**config.mk**
```make
export PLATFORM = sky130hd
export DESIGN_NAME = fc_buffer_pingpong_scheduler
export DESIGN_NICKNAME = d
export VERILOG_FILES = /design/src/rtl/fc_sched_pkg.sv /design/src/rtl/fc_buffer_pingpong_scheduler.sv
export SDC_FILE = /design/constraint.sdc
export NUM_CORES = 1
export LEC_CHECK = 0
export ABC_AREA = 1
export CAP_MARGIN = 20
export CORE_ASPECT_RATIO = 1.75
export CORE_MARGIN = 5
export CORE_UTILIZATION = 55
export DETAILED_ROUTE_END_ITERATION = 16
export DONT_BUFFER_PORTS = 1
export MAX_ROUTING_LAYER = met4
export PLACE_DENSITY = 0.7
export SYNTH_ARGS = -nofsm -noshare
export SYNTH_HDL_FRONTEND = slang
export SYNTH_SLANG_ARGS = --single-unit
```
**constraint.sdc**
```tcl
create_clock -name clk -period 3.9 [get_ports clk]
set_clock_uncertainty 0.05 [all_clocks]
set_input_delay 0.78 -clock clk [delete_from_list [all_inputs] [get_ports clk]]
set_output_delay 0.78 -clock clk [all_outputs]
set_load 0.1 [all_outputs]
```
**src/rtl/fc_sched_pkg.sv**
```systemverilog
// Shared types for the ping-pong FC buffer scheduler.
package fc_sched_pkg;

  typedef enum logic [1:0] {W_IDLE, W_WAIT, W_RUN} wr_state_t;
  typedef enum logic [1:0] {F_IDLE, F_WAIT, F_RUN} fc_state_t;

  localparam int unsigned NUM_BANKS = 2;

endpackage

```
**src/rtl/fc_buffer_pingpong_scheduler.sv**
```systemverilog
// Two-bank FC buffer scheduler: the writer fills one bank while the FC engine drains the other,
// counting frames up to a programmed total.
module fc_buffer_pingpong_scheduler
  import fc_sched_pkg::*;
#(
  parameter int unsigned FRAME_W = 16
) (
  input  logic                 clk,
  input  logic                 rstn,
  input  logic                 start,
  input  logic [FRAME_W-1:0]   frame_total,
  input  logic                 abort,
  output logic                 writer_en,
  output logic                 writer_bank,
  input  logic                 writer_done,
  output logic                 fc_start,
  output logic                 fc_bank,
  input  logic                 fc_done,
  output logic [NUM_BANKS-1:0] bank_full,
  output logic                 busy,
  output logic                 all_done,
  output logic                 protocol_err
);

  wr_state_t            r_wst;
  fc_state_t            r_fst;
  logic [FRAME_W-1:0]   r_total;
  logic [FRAME_W-1:0]   r_wr_cnt;
  logic [FRAME_W-1:0]   r_rd_cnt;
  logic                 r_wr_ptr;
  logic                 r_rd_ptr;
  logic [NUM_BANKS-1:0] r_bank_full;
  logic                 r_perr;

  logic                 w_wr_issue;
  logic                 w_fc_issue;
  logic                 w_fin;
  logic                 w_busy;
  logic                 w_start_acc;
  logic                 w_wr_ack;
  logic                 w_fc_ack;
  logic [NUM_BANKS-1:0] w_set;
  logic [NUM_BANKS-1:0] w_clr;

  // All outputs decode from registered state only.
  assign w_wr_issue  = (r_wst == W_WAIT) && (r_wr_cnt != r_total) && !r_bank_full[r_wr_ptr];
  assign w_fc_issue  = (r_fst == F_WAIT) && (r_rd_cnt != r_total) &&  r_bank_full[r_rd_ptr];
  assign w_fin       = (r_fst == F_WAIT) && (r_rd_cnt == r_total);
  assign w_busy      = (r_fst != F_IDLE) && !w_fin;
  assign w_start_acc = start && !abort && !w_busy;
  assign w_wr_ack    = writer_done && (r_wst == W_RUN);
  assign w_fc_ack    = fc_done && (r_fst == F_RUN);
  assign w_set       = w_wr_ack ? (NUM_BANKS'(1) << r_wr_ptr) : '0;
  assign w_clr       = w_fc_ack ? (NUM_BANKS'(1) << r_rd_ptr) : '0;

  assign writer_en    = w_wr_issue;
  assign writer_bank  = r_wr_ptr;
  assign fc_start     = w_fc_issue;
  assign fc_bank      = r_rd_ptr;
  assign bank_full    = r_bank_full;
  assign busy         = w_busy;
  assign all_done     = w_fin;
  assign protocol_err = r_perr;

  always_ff @(posedge clk or negedge rstn) begin
    if (!rstn) begin
      r_wst    <= W_IDLE;
      r_wr_cnt <= '0;
      r_wr_ptr <= 1'b0;
    end else if (abort) begin
      r_wst    <= W_IDLE;
      r_wr_cnt <= '0;
      r_wr_ptr <= 1'b0;
    end else if (w_start_acc) begin
      r_wst    <= W_WAIT;
      r_wr_cnt <= '0;
      r_wr_ptr <= 1'b0;
    end else begin
      unique case (r_wst)
        W_WAIT: begin
          if (r_wr_cnt == r_total) begin
            r_wst <= W_IDLE;
          end else if (!r_bank_full[r_wr_ptr]) begin
            r_wr_cnt <= r_wr_cnt + FRAME_W'(1);
            r_wst    <= W_RUN;
          end
        end
        W_RUN: begin
          if (writer_done) begin
            r_wr_ptr <= ~r_wr_ptr;
            r_wst    <= W_WAIT;
          end
        end
        default: ;
      endcase
    end
  end

  always_ff @(posedge clk or negedge rstn) begin
    if (!rstn) begin
      r_fst    <= F_IDLE;
      r_rd_cnt <= '0;
      r_rd_ptr <= 1'b0;
      r_total  <= '0;
    end else if (abort) begin
      r_fst    <= F_IDLE;
      r_rd_cnt <= '0;
      r_rd_ptr <= 1'b0;
    end else if (w_start_acc) begin
      r_fst    <= F_WAIT;
      r_rd_cnt <= '0;
      r_rd_ptr <= 1'b0;
      r_total  <= frame_total;
    end else begin
      unique case (r_fst)
        F_WAIT: begin
          if (r_rd_cnt == r_total) begin
            r_fst <= F_IDLE;
          end else if (r_bank_full[r_rd_ptr]) begin
            r_fst <= F_RUN;
          end
        end
        F_RUN: begin
          if (fc_done) begin
            r_rd_ptr <= ~r_rd_ptr;
            r_rd_cnt <= r_rd_cnt + FRAME_W'(1);
            r_fst    <= F_WAIT;
          end
        end
        default: ;
      endcase
    end
  end

  // Both FSMs touch bank_full; set and clear are merged per bit so a same-cycle
  // writer_done and fc_done (always on different banks) both land.
  always_ff @(posedge clk or negedge rstn) begin
    if (!rstn) begin
      r_bank_full <= '0;
    end else if (abort || w_start_acc) begin
      r_bank_full <= '0;
    end else begin
      r_bank_full <= (r_bank_full & ~w_clr) | w_set;
    end
  end

  always_ff @(posedge clk or negedge rstn) begin
    if (!rstn) begin
      r_perr <= 1'b0;
    end else if (abort) begin
      r_perr <= r_perr;
    end else if (w_start_acc) begin
      r_perr <= 1'b0;
    end else if ((writer_done && !w_wr_ack) || (fc_done && !w_fc_ack)) begin
      r_perr <= 1'b1;
    end
  end

endmodule

```
==> results.ini <==
[worst_setup_path]
crit_path_end_kind=output port
worstPathMaxFanout=4
startpoint=bank_full[1]$_DFF_PN0_
rr_startpoint=bank_full[1]$_DFF_PN0_
crit_chain=nand2_1 > o21ai_0 > nor2_4
rrSetupSlack_ps=1430
max_stage_delay_ps=750
ff2ff_path_depth=7
worstPathArrival_ps=2100
cp-endpoint=writer_en
crit_slowest_cell=dfrtp_1
required_ps=3070
setup.worst_path.class=reg2out
start_kind=register
r2r-end=r_wr_cnt[14]$_DFFE_PN0P_

[clocking]
cts_setup_buffers=0
clock_sinks=57
htree_levels=3
cts_max_path_buffers=2
cts_tree=yes
cts-root-buf=clkbuf_8
cts_buffers=9
clk_pin_slew_ps=70
clock_latency_ps=330
cts_resized=0
hold_buffers=0

[final_layout]
drive_gt1_share_pct=12.4
syn_to_final_growth_pct=6.78
layout.nets=517
num-fill-cells=601
antenna_cells=0
final_core_util_pct=60.6

[synth]
seq_area_frac_synth_pct=40.0
synth-edff-count=0
yosysTopAreaCellShare_pct=40.0
synth.net_count=510
synth-async-reset-ratio_pct=100
yosys-top-cells-count=nand2_1, nor2_1, inv_1, dfrtp_1
synth_area_leader_cell=dfrtp_1
synth_cell_types=32
synth_flop_cell=dfrtp_1
yosys-top-cells-area=dfrtp_1, nand2_1, nor2_1
yosysWarnings=0
ys_ff_latch=57
synthesis.instances=481
syn_avg_cell_area_um2=7.41
synth.most_common_cell=nand2_1
syn-cell-area_mm2=0.00356

[power]
p_int_w=0.00135
swShare_pct=41.2
clkPwrFrac_pct=26.1
switchingPower_w=0.000945
p_seq_share_pct=37.7
peakVddDrop_mv=0.575
leakagePower_nw=1.81
p_per_area_mw_per_mm2=602
combinationalPowerShare_pct=36.2

[drt]
wl_um=7600
drt_iter0_drc=117
detail-route-antenna-nets=0
num_vias=2933
drc=0
detail_route.wl_per_cell_um=13.3
avgViaCountPerCell=5.13
first_pass_iters=4

[floorplanning]
die_y_um=116
fp.dieW_um=70.8
initial_core_util_pct=56.8
ios=31
fp-row-count=38
coreArea_mm2=0.00628
die-area_mm2=0.00825

[min_path]
hp-class=in2async

[run]
drv_cap=0

[global_routing]
antenna_found_initial=0
grt_pass1_vias=2964
grt_max_degree=58
globalRoute.totalOverflow=0
grt_pass1_wl_um=13100
grtUsageTotal_pct=20.9

[timing]
rsz0062_at_grt=false
tightest_slew_ps=1000
hold_viol=0
max_freq_ghz=0.342
maxSlewViolCount=0
period_needed_ps=2930
setup_ws_ps=972
setup-tns-final_ps=0
setup_violations=0
slew_headroom_pct=33.2
fin_crit_sh_pct=75.1

[placed_design]
pre_cts_ws_ps=1310
io_buffers=0
place.gp.congestion=0.807
hpwl_um=5650

[run_status]
outcome=complete, no violations

## cells in the final DEF, fill, tap and decap left out, drive strengths merged, types with 6 or more instances in the layout
cell / n
clkbuf: 12
nor3: 15
o21ai: 24
a21oi: 13
nand2: 149
o21bai: 6
nand3: 25
inv: 70
dfrtp: 57
xor2: 22
nor2: 73
ha: 7
## critical path: cells and delay by family (launching register included)
family,cells,cell delay [ps]
and+or+nand+nor,2,800
DFF,1,750
AOI/OAI and AO/OA,1,210
## kinds of logic (layout without fill, tap and decap cells)
family,count (synthesis),after routing,share of synthesized area (%)
AND/OR/NAND/NOR,272,272,33.5
buffers and inverters,79,90,10.5
flip-flops,57,57,40.0
AO/OA/AOI/OAI,44,44,8.15
XOR/XNOR,22,22,5.41
adder cells (fa/ha/maj),7,7,2.46
## power by group through the flow
| stage | Sequential, W | Combinational (W) | Clock, W |
|---|---|---|---|
| final | 0.000863 | 0.000830 | 0.000598 |
| after floorplan | 0.000861 | 0.000714 | 0 |
| after CTS | 0.000862 | 0.000841 | 0.000614 |
| after detailed placement | 0.000873 | 0.000837 | 0 |
| after global placement | 0.000867 | 0.000814 | 0 |
| after global routing | 0.000877 | 0.000932 | 0.000644 |
## flip-flops by register name (all words and copies together) (netlist names)
| signal | cells |
|---|---|
| r_total | 16 |
| protocol_err | 1 |
| r_fst | 2 |
| r_wst | 2 |
| r_rd_cnt | 16 |
| r_wr_cnt | 16 |
| fc_bank | 1 |
| bank_full | 2 |
| writer_bank | 1 |
## routing by layer
layer	vias up	wire, um	part of all wire (%)	track usage (%)
li1	1496	-	-	-
met1	1381	3140	41	21.7
met2	50	4090	54	38.0
met3	6	265	3.5	4.74
met4	0	110	1.4	8.28
met5	-	0	0	-
## area by class of cell
class                      count  area, um2  area share, %
clock buffer                  12        145           3.81
tap                           80        100           2.63
inverter                      71        272           7.14
timing repair buffer           4       30.0          0.789
clock inverter                 3       65.1           1.71
multi-input combinational    345       1770           46.4
sequential                    57       1430           37.5
## stage by stage
step,cells,power (W),area [um2],hold WS [ps]
6_report,572,0.00229,3800,90.2
5_1_grt,572,0.00245,3800,61.4
4_1_cts,572,0.00232,3800,68.7
3_5_place_dp,557,0.00171,3590,436
3_3_place_gp,557,0.00168,3590,436
2_1_floorplan,481,0.00158,3560,434
## how the worst min path moves through the flow
| stage | to | cells after the start | slack [ps] |
|---|---|---|---|
| final | r_wr_cnt[4]$_DFFE_PN0P_ | 0 | 90 |
| after global routing | r_wr_cnt[10]$_DFFE_PN0P_ | 0 | 60 |
| after CTS | r_wr_cnt[13]$_DFFE_PN0P_ | 0 | 70 |
| after detailed placement | r_wr_cnt[2]$_DFFE_PN0P_ | 0 | 440 |
| after global placement | r_wr_cnt[2]$_DFFE_PN0P_ | 0 | 440 |
| after floorplan | bank_full[0]$_DFF_PN0_ | 0 | 430 |
Power figures use the tool's default switching activity.
